**src/rtl/snake_pkg.sv**
```systemverilog
// Shared definitions for the snake body buffer: geometry, the empty-slot code,
// the scanner state encoding, and the cell-index mapping that the writer, the
// apple generator and the scanner all use.
package snake_pkg;

    localparam int PTR_W  = 8;    // buffer pointer / address width
    localparam int GRID_W = 4;    // width of one grid coordinate
    localparam int DEPTH  = 225;  // 15x15 playfield, one entry per segment
    localparam int CELLS  = 256;  // occupancy map size (16x16 index space)

    localparam logic [7:0]       EMPTY_CODE = 8'hFF;
    localparam logic [PTR_W-1:0] DEPTH_P    = PTR_W'(DEPTH);
    localparam logic [PTR_W-1:0] LAST_IDX   = PTR_W'(DEPTH - 1);

    typedef enum logic [1:0] {
        ST_IDLE   = 2'd0,
        ST_WALK   = 2'd1,
        ST_COMMIT = 2'd2
    } state_e;

    // Occupancy bit for cell (x, y) is x*16 + y; the concatenation is exactly that.
    function automatic logic [7:0] cell_index(input logic [GRID_W-1:0] x,
                                              input logic [GRID_W-1:0] y);
        return {x, y};
    endfunction

endpackage

```
**src/rtl/snake_ptr_wrap.sv**
```systemverilog
// Mod-DEPTH pointer helper shared by the body writer and the scanner.
//   ptr_i      : pointer to advance
//   ptr_next_o : ptr_i + 1, wrapping DEPTH-1 -> 0
//   head_i     : head pointer (must be < DEPTH)
//   tail_i     : tail pointer (must be < DEPTH)
//   dist_o     : number of entries from tail to head inclusive,
//                ((head - tail) mod DEPTH) + 1, so head == tail gives 1
module snake_ptr_wrap
    import snake_pkg::*;
(
    input  logic [PTR_W-1:0] ptr_i,
    input  logic [PTR_W-1:0] head_i,
    input  logic [PTR_W-1:0] tail_i,
    output logic [PTR_W-1:0] ptr_next_o,
    output logic [PTR_W-1:0] dist_o
);

    logic [PTR_W-1:0] span;

    always_comb begin
        ptr_next_o = (ptr_i == LAST_IDX) ? '0 : ptr_i + 1'b1;
        // The 8-bit wraparound of head - tail is corrected by adding DEPTH;
        // the true result is always below DEPTH, so it fits.
        if (head_i >= tail_i) begin
            span = head_i - tail_i;
        end else begin
            span = head_i - tail_i + DEPTH_P;
        end
        dist_o = span + 1'b1;
    end

endmodule

```
**src/rtl/snake_body_scanner.sv**
```systemverilog
// Reader side of the snake body circular buffer. On Start it walks the buffer
// from tail to head, one address per cycle, builds a shadow occupancy map and
// publishes it atomically, so consumers always see a complete map.
//   Clk, Reset      : clock, asynchronous active-high reset
//   Start           : scan request, honoured only in IDLE
//   Head_Ptr/Tail_Ptr : pointers sampled with Start
//   Rd_Addr/Rd_Data : buffer read port, data valid one cycle after address
//   Busy, Done      : scan in progress / one-cycle publish pulse
//   Err             : sticky out-of-range pointer flag
//   Cell_Snake_Map  : published occupancy, bit x*16+y
//   Seg_Count       : non-empty entries in the published scan
//   Query_X/Query_Y/Hit : registered lookup into the published map
module snake_body_scanner
    import snake_pkg::*;
(
    input  logic               Clk,
    input  logic               Reset,
    input  logic               Start,
    input  logic [PTR_W-1:0]   Head_Ptr,
    input  logic [PTR_W-1:0]   Tail_Ptr,
    output logic [PTR_W-1:0]   Rd_Addr,
    input  logic [7:0]         Rd_Data,
    output logic               Busy,
    output logic               Done,
    output logic               Err,
    output logic [CELLS-1:0]   Cell_Snake_Map,
    output logic [PTR_W-1:0]   Seg_Count,
    input  logic [GRID_W-1:0]  Query_X,
    input  logic [GRID_W-1:0]  Query_Y,
    output logic               Hit
);

    state_e           state_q, state_d;
    logic [PTR_W-1:0] rd_addr_q, rd_addr_d;
    logic [PTR_W-1:0] head_q, head_d;
    logic [PTR_W-1:0] rem_q, rem_d;        // entries still to consume
    logic             live_q, live_d;      // Rd_Addr holds an issued address
    logic             dv_q, dv_d;          // Rd_Data is valid this cycle
    logic [CELLS-1:0] shadow_q, shadow_d;
    logic [PTR_W-1:0] shadow_cnt_q, shadow_cnt_d;
    logic [CELLS-1:0] map_q, map_d;
    logic [PTR_W-1:0] seg_q, seg_d;
    logic             busy_q, busy_d;
    logic             done_q, done_d;
    logic             err_q, err_d;
    logic             hit_q, hit_d;

    logic [PTR_W-1:0] addr_next;
    logic [PTR_W-1:0] scan_len;
    logic             ptr_bad;

    snake_ptr_wrap u_ptr_wrap (
        .ptr_i      (rd_addr_q),
        .head_i     (Head_Ptr),
        .tail_i     (Tail_Ptr),
        .ptr_next_o (addr_next),
        .dist_o     (scan_len)
    );

    assign ptr_bad = (Head_Ptr > LAST_IDX) || (Tail_Ptr > LAST_IDX);

    always_comb begin
        // NOTE: every next-state signal takes its hold value first, so no path
        // through the case below can leave one unassigned and infer a latch.
        state_d      = state_q;
        rd_addr_d    = rd_addr_q;
        head_d       = head_q;
        rem_d        = rem_q;
        live_d       = live_q;
        dv_d         = dv_q;
        shadow_d     = shadow_q;
        shadow_cnt_d = shadow_cnt_q;
        map_d        = map_q;
        seg_d        = seg_q;
        busy_d       = busy_q;
        err_d        = err_q;
        done_d       = 1'b0;
        // Lookup always uses the published map, never the shadow.
        hit_d        = map_q[cell_index(Query_X, Query_Y)];

        unique case (state_q)
            ST_IDLE: begin
                if (Start) begin
                    if (ptr_bad) begin
                        err_d = 1'b1;
                    end else begin
                        err_d        = 1'b0;
                        head_d       = Head_Ptr;
                        rd_addr_d    = Tail_Ptr;
                        rem_d        = scan_len;
                        live_d       = 1'b1;
                        dv_d         = 1'b0;
                        shadow_d     = '0;
                        shadow_cnt_d = '0;
                        busy_d       = 1'b1;
                        state_d      = ST_WALK;
                    end
                end
            end

            ST_WALK: begin
                // Issue side: keep stepping until the head address has gone out.
                dv_d = live_q;
                if (live_q) begin
                    if (rd_addr_q != head_q) begin
                        rd_addr_d = addr_next;
                    end else begin
                        live_d = 1'b0;
                    end
                end
                // Consume side: data for the address issued one cycle earlier.
                if (dv_q) begin
                    rem_d = rem_q - 1'b1;
                    if (Rd_Data != EMPTY_CODE) begin
                        shadow_d[cell_index(Rd_Data[7:4], Rd_Data[3:0])] = 1'b1;
                        shadow_cnt_d = shadow_cnt_q + 1'b1;
                    end
                    if (rem_q == PTR_W'(1)) begin
                        state_d = ST_COMMIT;
                    end
                end
            end

            ST_COMMIT: begin
                map_d   = shadow_q;
                seg_d   = shadow_cnt_q;
                done_d  = 1'b1;
                busy_d  = 1'b0;
                state_d = ST_IDLE;
            end

            default: begin
                state_d = ST_IDLE;
            end
        endcase
    end

    // NOTE: the 256-bit maps are plain flops, not a RAM, so they can and must be
    // cleared by reset; an aborted scan leaves an all-empty published map.
    always_ff @(posedge Clk or posedge Reset) begin
        if (Reset) begin
            state_q      <= ST_IDLE;
            rd_addr_q    <= '0;
            head_q       <= '0;
            rem_q        <= '0;
            live_q       <= 1'b0;
            dv_q         <= 1'b0;
            shadow_q     <= '0;
            shadow_cnt_q <= '0;
            map_q        <= '0;
            seg_q        <= '0;
            busy_q       <= 1'b0;
            done_q       <= 1'b0;
            err_q        <= 1'b0;
            hit_q        <= 1'b0;
        end else begin
            // NOTE: non-blocking updates keep every register sampling the
            // pre-edge values, independent of statement order.
            state_q      <= state_d;
            rd_addr_q    <= rd_addr_d;
            head_q       <= head_d;
            rem_q        <= rem_d;
            live_q       <= live_d;
            dv_q         <= dv_d;
            shadow_q     <= shadow_d;
            shadow_cnt_q <= shadow_cnt_d;
            map_q        <= map_d;
            seg_q        <= seg_d;
            busy_q       <= busy_d;
            done_q       <= done_d;
            err_q        <= err_d;
            hit_q        <= hit_d;
        end
    end

    assign Rd_Addr        = rd_addr_q;
    assign Busy           = busy_q;
    assign Done           = done_q;
    assign Err            = err_q;
    assign Cell_Snake_Map = map_q;
    assign Seg_Count      = seg_q;
    assign Hit            = hit_q;

endmodule
```
**config.mk**
```make
export PLATFORM = sky130hd
export DESIGN_NAME = snake_body_scanner
export DESIGN_NICKNAME = d
export VERILOG_FILES = /design/src/rtl/snake_pkg.sv /design/src/rtl/snake_ptr_wrap.sv /design/src/rtl/snake_body_scanner.sv
export SDC_FILE = /design/constraint.sdc
export NUM_CORES = 1
export LEC_CHECK = 0
export BUFFER_PORTS_ARGS = -buffer_cell sky130_fd_sc_hd__buf_2
export CAP_MARGIN = 10
export CORE_ASPECT_RATIO = 0.75
export CORE_MARGIN = 5
export CORE_UTILIZATION = 50
export CTS_BUF_LIST = sky130_fd_sc_hd__clkbuf_8 sky130_fd_sc_hd__clkbuf_16
export CTS_CLUSTER_DIAMETER = 120
export DETAILED_ROUTE_END_ITERATION = 8
export HOLD_SLACK_MARGIN = 0.05
export PLACE_DENSITY_LB_ADDON = 0.12
export SYNTH_ARGS = -nofsm -noshare
export SYNTH_HDL_FRONTEND = slang
export SYNTH_HIERARCHICAL = 1
export SYNTH_SLANG_ARGS = --single-unit
```
**constraint.sdc**
```tcl
create_clock -name Clk -period 32 [get_ports Clk]
set_clock_uncertainty 0.05 [all_clocks]
set_input_delay 0 -clock Clk [delete_from_list [all_inputs] [get_ports Clk]]
set_output_delay 0 -clock Clk [all_outputs]
set_load 0.01 [all_outputs]
```
==> results_dict.tcl <==
set metrics [dict create \
    ys_warn_count 6 \
    dr.pass1.iters 6 \
    cp-end-kind "register" \
    syn_area_per_cell_sq_um 10.4 \
    clk_pin_slew_ns 0.06 \
    arrival_ns 4.38 \
    grt_pass1_wl_mm 119 \
    netlist_instances 2335 \
    initial_core_util 0.508 \
    synth_fp_nets 2386 \
    total_power_mw 1.77 \
    antenna_left 0 \
    avgRoutedWirePerCell_um 23.5 \
    synth_edf_count 0 \
    crit_start "Query_Y[1]" \
    cts_tree "done" \
    yosys_register_bits 560 \
    synth_top_area_cell "dfrtp_1" \
    setup_viol 0 \
    synth_cell_type_count 74 \
    netlist_area_sq_um 24200 \
    ys_seq_area_frac 0.580 \
    stdcell_count 3290 \
    fin_util 0.597 \
    row_count 69 \
    drive_gt1_frac 0.194 \
    io_pins 311 \
    cts.sinks 560 \
    grt_pass1_vias 19000 \
    clock_latency_ns 0.61 \
    dp_slack_ns 28.02 \
    ir_drop_mv 0.0529 \
    root_buffer "clkbuf_16" \
    setup_ws_ns 28.10 \
    overflow 0 \
    drc_errors 0 \
    fin_setup_tns_ns 0 \
    period_share 0.122 \
    routed_wl_mm 77.2 \
    core_area_sq_um 47600 \
    numPortBuffers 310 \
    worst_slew_pin_slew_ns 1.21 \
    grt_max_degree 183 \
    cp_max_fo 36 \
    die_width_um 264 \
    synth_top_area_frac 0.580 \
    critPathLaunchType "primary input" \
    numCtsBuffers 53 \
    cp_data_required_time_ns 32.48 \
    synthMostInstantiatedCell "nand2_1" \
    ys_top_cells_by_count "nand2_1, dfrtp_1, a22o_1" \
    fin_crit_ns 3.90 \
    r2r-start "state_q[1]" \
    hold_viol_final 0 \
    fp.dieH_um 200 \
    htreeDepth 2 \
    clock_path_buffers 3 \
    p_leak_nw 15.3 \
    post_cts_buffers 0 \
    antenna_found_initial 2 \
    ys.flop_type "dfrtp_1" \
    critPathKind "in2reg" \
    grt_setup_unrepaired "false" \
    relSlewSlack 0.189 \
    synth.top_cells.by_area "dfrtp_1, nand2_1, a22o_1" \
    gp_congestion 0.829 \
    powerDensity_nw_per_um2 62.4 \
    maxSlewViolCount 0 \
    vias 19500 \
    maxCapViolCount 0 \
    worstHoldPathType "in2async" \
    area_delta_synth_final_pct 17.5 \
    nNetsFinal 2659 \
    fp.dieArea_sq_um 52900 \
    outcome "finished clean" \
    grt_use_total 0.285 \
    via_per_inst 5.92 \
    hpwl_mm 49.2 \
    drtIter0Drc 2284 \
    placed_cells 3158 \
    max_freq_mhz 257 \
    synthArstFlopShare 1.00 \
]
-- timing repair --
item	CTS	global route
endpoints found under the hold margin	263	0
hold buffers	31	0
gates resized for setup	0	0
-- area by class of cell --
class,count,area [sq um]
well taps,639,800
clock inverters,32,309
multi-input cells,1591,9530
fillers,4010,19100
clock buffers,64,1480
inverters,22,97.6
repair buffers,380,2190
flip-flops and latches,560,14000
diodes,2,5.00
-- sequential cells by signal, summed over array words and instances, names as in the netlist --
name and flops:
Done 1, Rd_Addr 8, Hit 1, rem_q 8, Seg_Count 8, dv_q 1, Cell_Snake_Map 256, live_q 1
Busy 1, shadow_cnt_q 8, head_q 8, Err 1, state_q 2, shadow_q 256
-- metrics by stage --
step	cell area, sq um	hold WS, ns
after floorplan	24200	0.0554
after global placement	26300	0.186
after detailed placement	26300	0.193
after CTS	28400	0.0910
after global routing	28400	0.133
final	28400	0.0298
-- path summary, 6_finish.rpt --
check	end	slack, ns	depth (start not counted)
worst max-delay path	Hit	28.10	9
worst min-delay path	Cell_Snake_Map[233]	0.03	3
worst max register to register	Cell_Snake_Map[135]	28.33	5
worst min register to register	Cell_Snake_Map[33]	0.42	2
max in group asynchronous	Cell_Snake_Map[184]	29.07	6
min in group Clk	head_q[3]	0.12	4
-- placed cells by master, fill, tap and decap left out, drive strengths merged, types with 25 or more instances in the layout --
cell type    instances
nand2              870
mux2i               53
dlygate4sd3         31
nor2                57
mux4                40
buf                349
nor3                27
a22o               254
o21ai               40
dfrtp              560
clkbuf              64
o22ai               25
inv                 36
-- worst max-delay path: stages --
cell and delay (ns):
buf_4 0.50, buf_4 0.73, nand3_1 0.85, o22ai_1 0.35, nor3_1 0.12, a2111oi_0 0.80
or4_1 0.27, o32a_1 0.15, dlygate4sd3_1 0.54
-- routing by layer --
layer | GRT usage | routed length, um | vias to the layer above
met5 | 0 | 21 | -
met4 | 0.0682 | 1670 | 4
met3 | 0.0582 | 6340 | 116
met2 | 0.426 | 35000 | 841
met1 | 0.433 | 34200 | 9950
li1 | - | - | 8565
-- logic make-up after synthesis --
group | Yosys count | share of synthesized area
fa+ha+maj | 16 | 0.00859
flops | 560 | 0.580
xor+xnor | 32 | 0.0119
compound gates | 385 | 0.128
mux | 93 | 0.0592
simple gates | 1065 | 0.182
buf+inv | 184 | 0.0306
-- where the power goes --
group          internal [mW]  switching, mW
Clock                  0.375          0.277
Sequential             0.783         0.0580
Combinational          0.114          0.166
Total                   1.27          0.500
No activity file was read; power rests on OpenSTA's default activity.
